### src/rtl/mem_wait_ctrl.sv
// Wait-state controller between the CPU MEM stage and an async SRAM: zero-wait fast window,
// RD_WAIT/WR_WAIT stall cycles elsewhere. Define MEM_WAIT_STATS_EN to add stall/access counters.
`timescale 1ns/1ps
module mem_wait_ctrl #(
  parameter int                DATA_W    = 32,
  parameter int                ADDR_W    = 32,
  parameter int                RD_WAIT   = 1,
  parameter int                WR_WAIT   = 1,
  parameter logic [ADDR_W-1:0] FAST_BASE = 32'hbfd003f8,
  parameter logic [ADDR_W-1:0] FAST_MASK = 32'hfffffff8
) (
  input  logic                  clk,
  input  logic                  rst,
  input  logic [ADDR_W-1:0]     mem_addr_i,
  input  logic [DATA_W-1:0]     mem_data_i,
  input  logic                  mem_we_n_i,
  input  logic                  mem_oe_n_i,
  input  logic                  mem_ce_n_i,
  input  logic [DATA_W/8-1:0]   mem_be_n_i,
  input  logic [DATA_W-1:0]     ram_data_i,
  output logic [DATA_W-1:0]     ram_data_o,
  output logic                  stall_from_mem,
  output logic [ADDR_W-1:0]     sram_addr_o,
  output logic [DATA_W-1:0]     sram_wdata_o,
  output logic [DATA_W/8-1:0]   sram_be_n_o,
  output logic                  sram_we_n_o,
  output logic                  sram_oe_n_o,
  output logic                  sram_ce_n_o
`ifdef MEM_WAIT_STATS_EN
  ,
  output logic [31:0]           stall_cnt_o,
  output logic [31:0]           acc_cnt_o
`endif
);

  localparam logic [1:0] S_IDLE = 2'd0;
  localparam logic [1:0] S_WAIT = 2'd1;
  localparam logic [1:0] S_DONE = 2'd2;

  localparam logic [3:0] RD_LD = 4'(RD_WAIT - 1);
  localparam logic [3:0] WR_LD = 4'(WR_WAIT - 1);

  typedef struct packed {
    logic [ADDR_W-1:0]   addr;
    logic [DATA_W-1:0]   wdata;
    logic [DATA_W/8-1:0] be_n;
    logic                we_n;
    logic                oe_n;
  } cap_t;

  logic [1:0]        state_q, state_d;
  logic [3:0]        cnt_q, cnt_d;
  logic [DATA_W-1:0] rdata_q, rdata_d;
  cap_t              cap_q, cap_d, in_req;
  logic              req, fast, is_wr;
  logic [3:0]        load;

  assign req    = ~mem_ce_n_i & (~mem_oe_n_i | ~mem_we_n_i);
  assign fast   = (mem_addr_i & FAST_MASK) == (FAST_BASE & FAST_MASK);
  // A low write enable wins when both strobes are asserted.
  assign is_wr  = ~mem_we_n_i;
  assign load   = is_wr ? WR_LD : RD_LD;
  assign in_req = '{addr: mem_addr_i, wdata: mem_data_i, be_n: mem_be_n_i,
                    we_n: mem_we_n_i, oe_n: mem_oe_n_i};

  always_comb begin
    state_d        = state_q;
    cnt_d          = cnt_q;
    cap_d          = cap_q;
    rdata_d        = rdata_q;
    stall_from_mem = 1'b0;
    ram_data_o     = '0;
    sram_addr_o    = mem_addr_i;
    sram_wdata_o   = mem_data_i;
    sram_be_n_o    = mem_be_n_i;
    sram_we_n_o    = 1'b1;
    sram_oe_n_o    = 1'b1;
    sram_ce_n_o    = 1'b1;
    case (state_q)
      S_IDLE: begin
        if (req) begin
          sram_we_n_o = mem_we_n_i;
          sram_oe_n_o = mem_oe_n_i;
          sram_ce_n_o = 1'b0;
          if (fast) begin
            ram_data_o = ram_data_i;
          end else begin
            cap_d          = in_req;
            cnt_d          = load;
            stall_from_mem = 1'b1;
            state_d        = (load == 4'd0) ? S_DONE : S_WAIT;
            if (load == 4'd0 && !is_wr) rdata_d = ram_data_i;
          end
        end
      end
      S_WAIT: begin
        sram_addr_o  = cap_q.addr;
        sram_wdata_o = cap_q.wdata;
        sram_be_n_o  = cap_q.be_n;
        if (mem_ce_n_i) begin
          // CPU withdrew the access: drop it without a completion cycle.
          state_d = S_IDLE;
          cnt_d   = 4'd0;
        end else begin
          stall_from_mem = 1'b1;
          sram_we_n_o    = cap_q.we_n;
          sram_oe_n_o    = cap_q.oe_n;
          sram_ce_n_o    = 1'b0;
          cnt_d          = cnt_q - 4'd1;
          if (cnt_q == 4'd1) begin
            state_d = S_DONE;
            if (cap_q.we_n) rdata_d = ram_data_i;
          end
        end
      end
      S_DONE: begin
        ram_data_o   = rdata_q;
        sram_addr_o  = cap_q.addr;
        sram_wdata_o = cap_q.wdata;
        sram_be_n_o  = cap_q.be_n;
        state_d      = S_IDLE;
      end
      default: state_d = S_IDLE;
    endcase
  end

  always_ff @(posedge clk) begin
    if (rst) begin
      state_q <= S_IDLE;
      cnt_q   <= 4'd0;
      rdata_q <= '0;
      cap_q   <= '{addr: '0, wdata: '0, be_n: '0, we_n: 1'b1, oe_n: 1'b1};
    end else begin
      state_q <= state_d;
      cnt_q   <= cnt_d;
      rdata_q <= rdata_d;
      cap_q   <= cap_d;
    end
  end

`ifdef MEM_WAIT_STATS_EN
  logic [31:0] stall_cnt_q, acc_cnt_q;
  logic        acc_evt;

  assign acc_evt = (state_q == S_DONE) || (state_q == S_IDLE && req && fast);

  always_ff @(posedge clk) begin
    if (rst) begin
      stall_cnt_q <= '0;
      acc_cnt_q   <= '0;
    end else begin
      if (stall_from_mem && stall_cnt_q != '1) stall_cnt_q <= stall_cnt_q + 32'd1;
      if (acc_evt && acc_cnt_q != '1)          acc_cnt_q   <= acc_cnt_q + 32'd1;
    end
  end

  assign stall_cnt_o = stall_cnt_q;
  assign acc_cnt_o   = acc_cnt_q;
`endif

endmodule
### config.mk
export PLATFORM = sky130hd
export DESIGN_NAME = mem_wait_ctrl
export DESIGN_NICKNAME = d
export VERILOG_FILES = /design/src/rtl/mem_wait_ctrl.sv
export SDC_FILE = /design/constraint.sdc
export NUM_CORES = 1
export LEC_CHECK = 0
export ABC_AREA = 1
export CAP_MARGIN = 20
export CORE_MARGIN = 1
export CORE_UTILIZATION = 40
export DETAILED_ROUTE_END_ITERATION = 10
export PLACE_DENSITY = 0.77
export SYNTH_ARGS = -nofsm -noshare
export SYNTH_HDL_FRONTEND = slang
export SYNTH_SLANG_ARGS = --single-unit
### constraint.sdc
create_clock -name clk -period 1.2 [get_ports clk]
set_input_delay 0.18 -clock clk [delete_from_list [all_inputs] [get_ports clk]]
set_output_delay 0.18 -clock clk [all_outputs]
set_load 0.02 [all_outputs]
==> flow_metrics.tcl <==
set metrics [dict create \
    status "finished with violations" \
    violations "negative setup slack" \
    drc 0 \
    synth_top_area_share_pct 37.3 \
    hold_viol 0 \
    multi_input_area_sq_mm 0.00383 \
    cts_tree "built" \
    cts_buffers 9 \
    gp_congestion 0.840 \
    ys_seq_area_share_pct 37.3 \
    power_density_mw_per_mm2 952 \
    drt-pass1-iter-count 5 \
    use_met3_pct 6.08 \
    intPower_uw 6940 \
    netlist_area_sq_mm 0.00543 \
    grt_pass1_wl_um 32400 \
    busiest_layer "met2" \
    ir_drop_v 0.000848 \
    area.sequential_sq_mm 0.00203 \
    cts.path.max_buffers 2 \
    cap_violations 0 \
    worstPathRequired_ns 1.43 \
    yosysTopAreaCell "dfxtp_1" \
    fin_cells 1377 \
    postRouteAntennaNets 0 \
    cts-root-buf "clkbuf_16" \
    grt_pass1_vias 6617 \
    met1_usage_pct 33.1 \
    share_comb_of_total_power_pct 34.6 \
    row_count 42 \
    fin_hold_ws_ns 0.0649 \
    placedCellCount 1316 \
    arrival_ns 1.94 \
    drive_above_1_share_pct 44.3 \
    cts_max_level 3 \
    rsz0062_at_grt "yes" \
    endpoint_kind "register" \
    die_h_um 118 \
    grt_util_met2_pct 52.5 \
    avgSynthCellArea_sq_um 6.03 \
    drt_iter0_drc 487 \
    path_max_fanout 35 \
    die_x_um 118 \
    crit_type "register to register" \
    area_growth_syn_to_layout_pct 97.6 \
    path_clk_slew_ns 0.07 \
    yosys.cell_types.count 22 \
    io_buffers 208 \
    hold_class "input pin to register" \
    period_share_pct 143 \
    worst-slew-pin-transition_ns 0.387 \
    grt_max_degree 36 \
    syn-num-nets 1005 \
    final_common_cell "nand2_1" \
    yosysWarnings 0 \
    grt-ovfl-total 0 \
    layout_setup_ws_ns -0.510 \
    cts_sinks 101 \
    switching_power_uw 3260 \
    fin_area_sq_mm 0.0107 \
    core_sq_mm 0.0132 \
    drt-total-wl_um 21900 \
    p_sw_share_pct 32.0 \
    synthCells 900 \
    nFillCells 796 \
    worstSetupStartpointType "register" \
    boundaryPins 209 \
    max_slew_margin_pct 74.2 \
    fmax_mhz 585 \
    placed_area_sq_mm 0.00893 \
    start_util_pct 41.0 \
    post_drt_via_cell_ratio 5.10 \
    fin_crit_ns 1.71 \
    antenna_found_initial 0 \
    insertedDiodeCount 0 \
    clockPowerShare_pct 28.4 \
    p_seq_share_pct 37.0 \
    drv_slew 0 \
    grt_usage_pct 28.7 \
    dieArea_sq_mm 0.0140 \
    setup_viol 205 \
    vias 7021 \
    synth_area_leaders "dfxtp_1, nand2_1, nor2_1" \
    place_hpwl_um 12100 \
    total_leakage_power_uw 0.00502 \
    clk_latency_ns 0.35 \
    fin_nets 1302 \
    routedWlPerCell_um 15.9 \
    mostFrequentLayoutCells "nand2_1, nor2_1, buf_6, dfxtp_1" \
    ys_ff_latch 101 \
    final.setup_skew_ns 0.00392 \
]
[state kept, by name, summed over array words and instances, names as in the netlist]
register and cells:
cap_q 68, rdata_q 32, state_q 1
[timing repair]
item                       in CTS  in global routing
gates resized for setup       783                214
cloned                         14                  4
setup endpoints to repair     205                205
buffers inserted               18                 12
hold buffers                    0                  0
pin swaps                      43                 50
[power by group through the flow]
stage | clock [uW] | combinational [uW] | sequential [uW]
floorplan | 0 | 1470 | 3780
global placement | 0 | 2730 | 3790
detailed placement | 0 | 2750 | 3810
CTS | 2890 | 3150 | 3740
global route | 3050 | 3760 | 3800
finish | 2900 | 3530 | 3780
[synth_stat cells, drive strengths merged]
cell type,instances
a21oi,1
buf,43
clkbuf,20
dfxtp,101
inv,112
nand2,299
nand3,1
nand4,32
nor2,178
o21ai,79
o22ai,32
or2,2
[per-layer routing]
layer	routed length, um	vias to the layer above
li1	-	3388
met1	8600	3292
met2	11200	292
met3	1480	49
met4	578	0
met5	0	-
[cell type report]
class / instances / area share [%]
clock buffers: 10 / 2.13
clock inverters: 5 / 0.490
inverters: 112 / 4.41
multi-input cells: 624 / 35.7
flip-flops and latches: 101 / 18.9
well taps: 176 / 2.05
repair buffers: 349 / 36.4
[cell families after synthesis]
group / count (synthesis) / synth area share (%)
buf+inv: 175 / 13.9
flops: 101 / 37.3
simple gates: 512 / 37.7
compound gates: 112 / 11.1
[worst max-delay path: stages (launching register included)]
cell	delay [ns]
dfxtp_4	0.37
inv_8	0.09
nand2_8	0.07
inv_12	0.09
buf_12	0.15
buf_12	0.12
nand2_8	0.05
buf_6	0.15
buf_12	0.18
o21ai_0	0.21
nor2_1	0.09
[final timing paths]
path / slack, ns / endpoint / cells past startpoint / start
worst min register to register: 0.47 / cap_q[50] / 2 / cap_q[50]
worst min-delay path: 0.06 / cap_q[53] / 3 / mem_addr_i[15]
worst max-delay path: -0.51 / cap_q[26] / 10 / state_q[1]
worst max register to register: -0.51 / cap_q[26] / 10 / state_q[1]
[per-stage QoR]
step,utilization [%],total power (uW),TNS [ns],setup WS [ns]
2_1_floorplan,-,5250,-5.35,-0.136
3_3_place_gp,67.5,6520,-189.67,-1.32
3_5_place_dp,67.5,6560,-189.32,-1.34
4_1_cts,76.0,9780,-71.22,-0.471
5_1_grt,81.0,10600,-87.69,-0.546
6_report,81.0,10200,-77.62,-0.510
Note: power is estimated with default switching activity, not from simulation.
